## src/rtl/key_cond_pkg.sv

```systemverilog
// Shared types and sizing helpers for the key conditioner.
package key_cond_pkg;

  typedef enum logic [2:0] {
    REL  = 3'd0,
    DB_P = 3'd1,
    PRS  = 3'd2,
    RPT  = 3'd3,
    DB_R = 3'd4
  } key_state_t;

  function automatic int max3(input int a, input int b, input int c);
    int m;
    m = (a > b) ? a : b;
    return (m > c) ? m : c;
  endfunction

  // A single shared counter covers every phase; keep at least one bit.
  function automatic int cnt_width(input int a, input int b, input int c);
    int m;
    m = max3(a, b, c);
    return (m > 1) ? $clog2(m) : 1;
  endfunction

endpackage

```

## src/rtl/key_channel.sv

```systemverilog
// One key channel: synchroniser, debounce/repeat FSM and a single counter.
module key_channel
  import key_cond_pkg::*;
#(
  parameter int SYNC_STAGES   = 2,
  parameter int DB_CYCLES     = 16,
  parameter int HOLD_CYCLES   = 64,
  parameter int REPEAT_CYCLES = 16,
  parameter int ACTIVE_LOW    = 0
) (
  input  logic clk,
  input  logic reset,
  input  logic in,
  input  logic repeat_en,
  output logic level,
  output logic press,
  output logic release_pulse,
  output logic rpt
);

  localparam int CW = cnt_width(DB_CYCLES, HOLD_CYCLES, REPEAT_CYCLES);
  localparam logic IDLE = (ACTIVE_LOW != 0);
  localparam logic [CW-1:0] DB_LAST   = CW'(DB_CYCLES - 1);
  localparam logic [CW-1:0] HOLD_LAST = CW'(HOLD_CYCLES - 1);
  localparam logic [CW-1:0] REP_LAST  = CW'(REPEAT_CYCLES - 1);
  localparam logic [CW-1:0] ZERO      = {CW{1'b0}};
  localparam logic [CW-1:0] ONE       = CW'(1);

  logic [SYNC_STAGES-1:0] sync;
  logic                   s;
  key_state_t             state, state_next;
  logic [CW-1:0]          cnt, cnt_next;
  logic                   level_next, press_next, release_next, rpt_next;

  // Synchroniser resets to the idle raw level so no press is seen out of reset.
  always_ff @(posedge clk) begin
    if (reset) begin
      sync <= {SYNC_STAGES{IDLE}};
    end else begin
      sync <= {sync[SYNC_STAGES-2:0], in};
    end
  end

  assign s = sync[SYNC_STAGES-1] ^ IDLE;

  always_ff @(posedge clk) begin
    if (reset) begin
      state         <= REL;
      cnt           <= ZERO;
      level         <= 1'b0;
      press         <= 1'b0;
      release_pulse <= 1'b0;
      rpt           <= 1'b0;
    end else begin
      state         <= state_next;
      cnt           <= cnt_next;
      level         <= level_next;
      press         <= press_next;
      release_pulse <= release_next;
      rpt           <= rpt_next;
    end
  end

  // Release (s=0) is tested first in the held states so it beats repeat_en.
  always_comb begin
    state_next   = state;
    cnt_next     = cnt;
    press_next   = 1'b0;
    release_next = 1'b0;
    rpt_next     = 1'b0;
    case (state)
      REL: begin
        cnt_next = ZERO;
        if (s) begin
          state_next = DB_P;
        end else begin
          state_next = REL;
        end
      end
      DB_P: begin
        if (!s) begin
          state_next = REL;
          cnt_next   = ZERO;
        end else if (cnt == DB_LAST) begin
          state_next = PRS;
          cnt_next   = ZERO;
          press_next = 1'b1;
        end else begin
          cnt_next = cnt + ONE;
        end
      end
      PRS: begin
        if (!s) begin
          state_next = DB_R;
          cnt_next   = ZERO;
        end else if (repeat_en) begin
          if (cnt == HOLD_LAST) begin
            state_next = RPT;
            cnt_next   = ZERO;
            rpt_next   = 1'b1;
          end else begin
            cnt_next = cnt + ONE;
          end
        end else begin
          cnt_next = ZERO;
        end
      end
      RPT: begin
        if (!s) begin
          state_next = DB_R;
          cnt_next   = ZERO;
        end else if (!repeat_en) begin
          state_next = PRS;
          cnt_next   = ZERO;
        end else if (cnt == REP_LAST) begin
          cnt_next = ZERO;
          rpt_next = 1'b1;
        end else begin
          cnt_next = cnt + ONE;
        end
      end
      DB_R: begin
        if (s) begin
          state_next = PRS;
          cnt_next   = ZERO;
        end else if (cnt == DB_LAST) begin
          state_next   = REL;
          cnt_next     = ZERO;
          release_next = 1'b1;
        end else begin
          cnt_next = cnt + ONE;
        end
      end
      default: begin
        state_next = REL;
        cnt_next   = ZERO;
      end
    endcase
    level_next = (state_next == PRS) || (state_next == RPT) || (state_next == DB_R);
  end

endmodule

```

## src/rtl/key_conditioner.sv

```systemverilog
// N independent key channels; release_pulse carries the release strobe
// because "release" is a reserved word in SystemVerilog.
module key_conditioner
  import key_cond_pkg::*;
#(
  parameter int N             = 4,
  parameter int SYNC_STAGES   = 2,
  parameter int DB_CYCLES     = 16,
  parameter int HOLD_CYCLES   = 64,
  parameter int REPEAT_CYCLES = 16,
  parameter int ACTIVE_LOW    = 0
) (
  input  logic         clk,
  input  logic         reset,
  input  logic [N-1:0] in,
  input  logic [N-1:0] repeat_en,
  output logic [N-1:0] level,
  output logic [N-1:0] press,
  output logic [N-1:0] release_pulse,
  output logic [N-1:0] rpt
);

  for (genvar i = 0; i < N; i++) begin : g_ch
    key_channel #(
      .SYNC_STAGES  (SYNC_STAGES),
      .DB_CYCLES    (DB_CYCLES),
      .HOLD_CYCLES  (HOLD_CYCLES),
      .REPEAT_CYCLES(REPEAT_CYCLES),
      .ACTIVE_LOW   (ACTIVE_LOW)
    ) u_ch (
      .clk          (clk),
      .reset        (reset),
      .in           (in[i]),
      .repeat_en    (repeat_en[i]),
      .level        (level[i]),
      .press        (press[i]),
      .release_pulse(release_pulse[i]),
      .rpt          (rpt[i])
    );
  end

endmodule

```

## config.mk

```make
export PLATFORM = sky130hd
export DESIGN_NAME = key_conditioner
export DESIGN_NICKNAME = d
export VERILOG_FILES = /design/src/rtl/key_cond_pkg.sv /design/src/rtl/key_channel.sv /design/src/rtl/key_conditioner.sv
export SDC_FILE = /design/constraint.sdc
export NUM_CORES = 1
export LEC_CHECK = 0
export ABC_AREA = 1
export ABC_CLOCK_PERIOD_IN_PS = 1700
export BUFFER_PORTS_ARGS = -buffer_cell sky130_fd_sc_hd__buf_2
export CAP_MARGIN = 15
export CORE_ASPECT_RATIO = 2
export CORE_UTILIZATION = 50
export CTS_CLUSTER_DIAMETER = 200
export CTS_CLUSTER_SIZE = 20
export DETAILED_ROUTE_END_ITERATION = 8
export PLACE_DENSITY = 0.72
export SYNTH_ARGS = -nofsm -noshare
export SYNTH_HDL_FRONTEND = slang
export SYNTH_SLANG_ARGS = --single-unit
```

## constraint.sdc

```tcl
create_clock -name clk -period 1.7 [get_ports clk]
set_input_delay 0.17 -clock clk [delete_from_list [all_inputs] [get_ports clk]]
set_output_delay 0.17 -clock clk [all_outputs]
set_load 0.02 [all_outputs]
```

==> After elaboration in Yosys (flattened, before gate mapping) <==
Index checks and enable logic that the tools add are counted.
{ "op_classes": {"add_sub_neg": 4, "n_eq_ne": 36, "mux": 108, "n_bitwise": 12, "reduce_logical": 20} }
{ "op_table": {"columns": ["operator", "count"], "rows": [
  ["$mux 6", 32],
  ["$mux 3", 36],
  ["$pmux 6 s4", 4],
  ["$pmux 3 s5", 4],
  ["$eq 3x2->1 const B", 16],
  ["$mux 1", 28],
  ["$add 6x1->6 const B", 4],
  ["$eq 3x3->1 const B", 8],
  ["$eq 6x4->1 const B", 4],
  ["$eq 6x6->1 const B", 4],
  ["$reduce_or 3->1", 8],
  ["$eq 3x1->1 const B", 4],
  ["$logic_not 3->1", 4],
  ["$not 1->1", 12],
  ["$logic_or 1x1->1", 8],
  ["$pmux 1 s2", 4]
]} }
{ "totals": {"regBits": 60, "in_bits": 10, "output_inout_bits": 16, "wordCells": 208} }

==> Longest topological paths before layout <==
{ "logic_depth": {"word_depth": 8, "ltp_mapped": 9, "ltp_nobuf": 9} }

==> By module <==
Synthesis repeated with hierarchy kept, for this count alone.
{ "hier_totals": {"hier_cells": 492, "area_unflattened_um2": 3280.6} }
{ "modules_own_cells": {"columns": ["mod", "instances", "cells_each", "area_each_um2", "seq_area_each_um2"], "rows": [
  ["key_channel (g_ch[2].u_ch ...)", 2, 129, 852.1, 300.3],
  ["key_channel (g_ch[1].u_ch)", 1, 129, 843.3, 300.3],
  ["key_channel (g_ch[0].u_ch)", 1, 105, 733.2, 300.3]
]} }

==> Worst setup path before layout <==
OpenSTA, ideal clock, no wires.
{ "synth_path": {"kind": "flip-flop to flip-flop", "startpoint": "register g_ch[3].u_ch.cnt[0]", "endpoint": "register g_ch[3].u_ch.level", "setup_time_ns": 0.123, "t_arrival_ns": 1.195, "t_required_ns": 1.577, "setup_slack_ns": 0.382, "path_stages_with_launch": 10, "n_path_buf": 0, "synth_period_minus_slack_ns": 1.318, "cell_sequence": "dfxtp_1 > ha_1 > nand3_1 > inv_1 > nand2_1 > inv_1 > nand2_1 > nand2_1 > o21ai_0 > nand2_1"} }
{ "synth_between": {"elab_chain_cells": 8, "word_cells_on_any_way": 15, "classes_between": "eq/ne (5); mux (8); reduce/logical (2)"} }
{ "synth_lines": {"columns": ["item", "line", "text"], "rows": [
  ["start, declared", "key_channel.sv:32", "logic [CW-1:0] cnt, cnt_next;"],
  ["start signal, assigned", "key_channel.sv:56", "cnt <= cnt_next;"],
  ["$eq 6x6->1", "key_channel.sv:97", "if (cnt == HOLD_LAST) begin"],
  ["$mux 3", "key_channel.sv:97", null],
  ["$mux 3", "key_channel.sv:96", "end else if (repeat_en) begin"],
  ["$mux 3", "key_channel.sv:93", "if (!s) begin"],
  ["$pmux 3 s5 (*)", "key_channel.sv:71", "case (state)"],
  ["$eq 3x2->1", "key_channel.sv:139", "level_next = (state_next == PRS) || (state_next == RPT) || (state_next == DB_R);"],
  ["$logic_or 1x1->1", "key_channel.sv:139", null],
  ["$logic_or 1x1->1 (*)", "key_channel.sv:139", null],
  ["end signal, assigned", "key_channel.sv:57", "level <= level_next;"],
  ["end, declared", "key_channel.sv:15", "output logic level,"]
]} }
Every way passes the cells marked *; elsewhere a longest branch is shown, timed or not.
A chain may end at the register's enable or synchronous reset.

==> Worst setup path in the final report <==
{ "layout_path": {"startpoint": "register g_ch[1].u_ch.cnt[0]", "endpoint": "register g_ch[1].u_ch.cnt[2]"} }
{ "layout_between": {"elab_chain_cells": 5, "word_cells_on_any_way": 12, "classes_between": "add/sub (1); eq/ne (2); mux (9)"} }
{ "layout_lines": {"columns": ["item", "line"], "rows": [
  ["start, declared", "key_channel.sv:32"],
  ["start signal, assigned", "key_channel.sv:56"],
  ["$add 6x1->6 (tied with other cells)", null],
  ["$mux 6, on equally long branches", null],
  ["$mux 6, on equally long branches", "key_channel.sv:112, key_channel.sv:96"],
  ["$mux 6, on equally long branches", "key_channel.sv:109, key_channel.sv:93"],
  ["$pmux 6 s4 (*)", "key_channel.sv:71"]
]} }
Marks and branches as above.

==> flow_metrics.py <==
metrics = {
    "flow_run": {
        "maxCapViolCount": 0,
    },
    "placed_design": {
        "gp_congestion": 0.9192,
        "dp_hpwl_um": 4618,
        "portBuffers": 25,
        "placedCellCount": 498,
        "dpl-instance-area_um2": 3033,
    },
    "global_route": {
        "grt_pass1_wl_um": 10560,
        "grt_use_total_pct": 22.03,
        "gr-total-overflow": 0,
        "grt_pass1_vias": 2576,
        "antenna_found_initial": 0,
        "grt_max_degree": 20,
    },
    "power_and_ir_drop": {
        "swShare_pct": 20.50,
        "pwr-share-comb_pct": 2.7,
        "intPower_w": 0.002583,
        "power_leakage_nw": 1.492,
        "power.total_w": 0.003249,
        "power_frac_clock_pct": 53.1,
        "peakVddDrop_uv": 891.4,
        "pwr-share-seq_pct": 44.1,
        "power.density_nw_per_um2": 975.2,
        "power_switching_w": 0.0006661,
    },
    "sta": {
        "slew_violations": 0,
        "finalCritPeriodShare_pct": 89.33,
        "hold_violations": 0,
        "rsz0062_at_grt": "false",
        "tns_ns": 0,
        "worst_pin_slew_ns": 0.4457,
        "setup_violations": 0,
        "clock-skew-final_ns": 0.007905,
        "slew_headroom_pct": 70.06,
        "clock.fmax_mhz": 658.5,
        "finalCriticalPeriod_ns": 1.519,
    },
    "floorplan": {
        "start_util_pct": 51.70,
        "die_h_um": 110.7,
        "core_um2": 5709,
        "num_rows": 39,
        "die-width_um": 56.33,
        "dieArea_um2": 6233,
        "io_pins": 26,
    },
    "synthesis": {
        "mappedNetlistArea_um2": 2952,
        "synth_seq_cells": 60,
        "synth_seq_area_share_pct": 40.70,
        "netlist-cell-type-count": 30,
        "ys_warn_count": 0,
        "synth_fp_nets": 444,
        "synthesis.instances": 430,
        "syn_area_per_cell_um2": 6.864,
    },
    "routing": {
        "routed_via_density": 5.111,
        "postRouteWirelength_um": 6090,
        "top_layer": "met4",
        "drt-pass1-iter-count": 4,
        "drtIter0Drc": 61,
        "route.met3.wl_um": 193,
        "drc": 0,
        "vias": 2622,
        "post_drt_wl_per_cell_um": 11.87,
        "drt-met1-wl_um": 2234,
        "wl_met2_um": 3336,
        "ant_nets": 0,
    },
    "worst_setup_path": {
        "rr_worst_depth": 6,
        "worstReg2RegStart": "g_ch[1].u_ch.cnt[0]",
        "r2r_slack_ns": 0.18,
        "critical_path.cell_chain": "ha_1 > nand3_1 > nor3_1 > o21ai_1 > nand2_1 > a21oi_1",
        "slowest_delay_ns": 0.40,
        "cp_top_family": "simple AND/OR/NAND/NOR gates",
        "r2r-end": "g_ch[1].u_ch.cnt[2]",
        "end_kind": "flip-flop",
        "cp.required_ns": 1.92,
        "criticalPathCategory": "reg -> reg",
        "critical_path_cell_count": 6,
        "critPathMaxFanout": 5,
        "cp_slowest_cell": "nor3_1",
        "startpoint_type": "flip-flop",
        "path_buf_inv": 0,
        "arrival_ns": 1.74,
    },
    "cells_and_area": {
        "nNetsFinal": 462,
        "final_cell_mix": "nand2_1, nor2_1, dfxtp_1",
        "multi_input_area_um2": 1393,
        "area_growth_pct": 12.89,
        "regArea_um2": 1201,
        "n_fill_cell": 528,
        "finalNonFillerCells": 513,
        "design_area_um2": 3332,
        "drive_gt1_share_pct": 13.94,
        "mostFrequentLayoutCell": "nand2_1",
        "n_antenna_cell": 0,
    },
    "clock_tree": {
        "cts_tree": "built",
        "cts.clk_slew.worst_paths_ns": 0.05,
        "htree_num_levels": 3,
        "root_buffer": "clkbuf_16",
        "cts_buffers": 9,
        "cts_sinks": 60,
        "ctsHoldBuffers": 0,
        "cts_buffer_depth": 2,
        "worstSkewPairLatency_ns": 0.33,
    },
    "hold_path": {
        "holdPathStages": 3,
        "hold_end": "g_ch[2].u_ch.sync[0]",
        "hp-class": "in -> reg",
        "hp-start": "in[2]",
    },
    "outcome": {
        "status": "completed",
    },
}
[worst min-delay path: stages]
cell and delay [ns]:
buf_2 0.07, inv_1 0.03, nor2_1 0.06
[routing by layer]
layer / vias to the layer above / global-route usage (%)
met3: 27 / 5.484
met4: 0 / 17.24
li1: 1380 / -
met1: 1165 / 19.32
met5: - / 0
met2: 50 / 40.48
[sequential cells by signal, indices dropped and copies added, names as in the netlist]
register,flops
g_ch.u_ch.release_pulse,4
g_ch.u_ch.cnt,24
g_ch.u_ch.state,12
g_ch.u_ch.rpt,4
g_ch.u_ch.press,4
g_ch.u_ch.sync,8
g_ch.u_ch.level,4
[synth_stat cells, drive strengths merged]
master,count,area (um2)
a21oi,18,112.6
and3,1,6.260
buf,20,138.9
clkbuf,1,3.750
dfxtp,60,1201
ha,4,50.05
inv,60,225.2
nand2,98,372.9
nand3,32,170.2
nand3b,2,15.01
nand4,12,75.07
nor2,77,301.5
nor3,12,60.06
nor4,2,12.51
o211ai,1,7.510
o21ai,15,75.07
o21bai,1,7.510
o31ai,1,7.510
or2,2,12.51
xnor2,1,8.760
xor2,10,87.58
[cell type report]
| class | count | area share, % |
|---|---|---|
| multi-input cells | 289 | 41.80 |
| clock inverters | 1 | 0.1502 |
| repair buffers | 28 | 4.431 |
| inverters | 60 | 6.759 |
| well taps | 61 | 2.291 |
| flip-flops and latches | 60 | 36.05 |
| clock buffers | 14 | 8.524 |
[power groups by stage]
| stage | sequential [W] | clock [W] | combinational [W] |
|---|---|---|---|
| finish | 0.00143 | 0.00173 | 0.0000893 |
| global route | 0.00143 | 0.00182 | 0.000103 |
| CTS | 0.00143 | 0.00177 | 0.0000896 |
| detailed placement | 0.00146 | 0 | 0.0000889 |
| global placement | 0.00146 | 0 | 0.0000886 |
| floorplan | 0.00146 | 0 | 0.0000579 |
[worst max path at each step]
| stage | start | endpoint |
|---|---|---|
| floorplan | g_ch[3].u_ch.cnt[0] | g_ch[3].u_ch.level |
| global placement | g_ch[2].u_ch.cnt[0] | g_ch[2].u_ch.level |
| detailed placement | g_ch[2].u_ch.cnt[0] | g_ch[2].u_ch.level |
| CTS | g_ch[2].u_ch.cnt[0] | g_ch[2].u_ch.level |
| global route | g_ch[0].u_ch.cnt[0] | g_ch[0].u_ch.cnt[5] |
| finish | g_ch[1].u_ch.cnt[0] | g_ch[1].u_ch.cnt[2] |
[kinds of logic after synthesis]
logic type | count (synthesis) | share of synthesized area [%]
and+or+nand+nor | 238 | 34.76
buffers and inverters | 81 | 12.46
DFF | 60 | 40.70
AOI/OAI and AO/OA | 36 | 7.122
xor gates and xnor gates | 11 | 3.264
adders and majority gates | 4 | 1.696
[stage by stage]
step	hold slack, ns	util (%)	worst slack (ns)
final	0.04038	58.36	0.1814
after global routing	0.04335	58.36	0.01650
after CTS	0.03175	58.19	0.1160
after detailed placement	0.3792	53.12	0.1298
after global placement	0.3711	53.12	0.1971
after floorplan	0.2770	-	0.3818
[repair_timing]
| item | in CTS | in global routing |
|---|---|---|
| buffers inserted | 0 | 0 |
| resized for setup | 0 | 2 |
| endpoints found under the setup margin | 0 | 13 |
| hold endpoints to repair | 0 | 0 |
No activity file was read; power rests on OpenSTA's default activity.
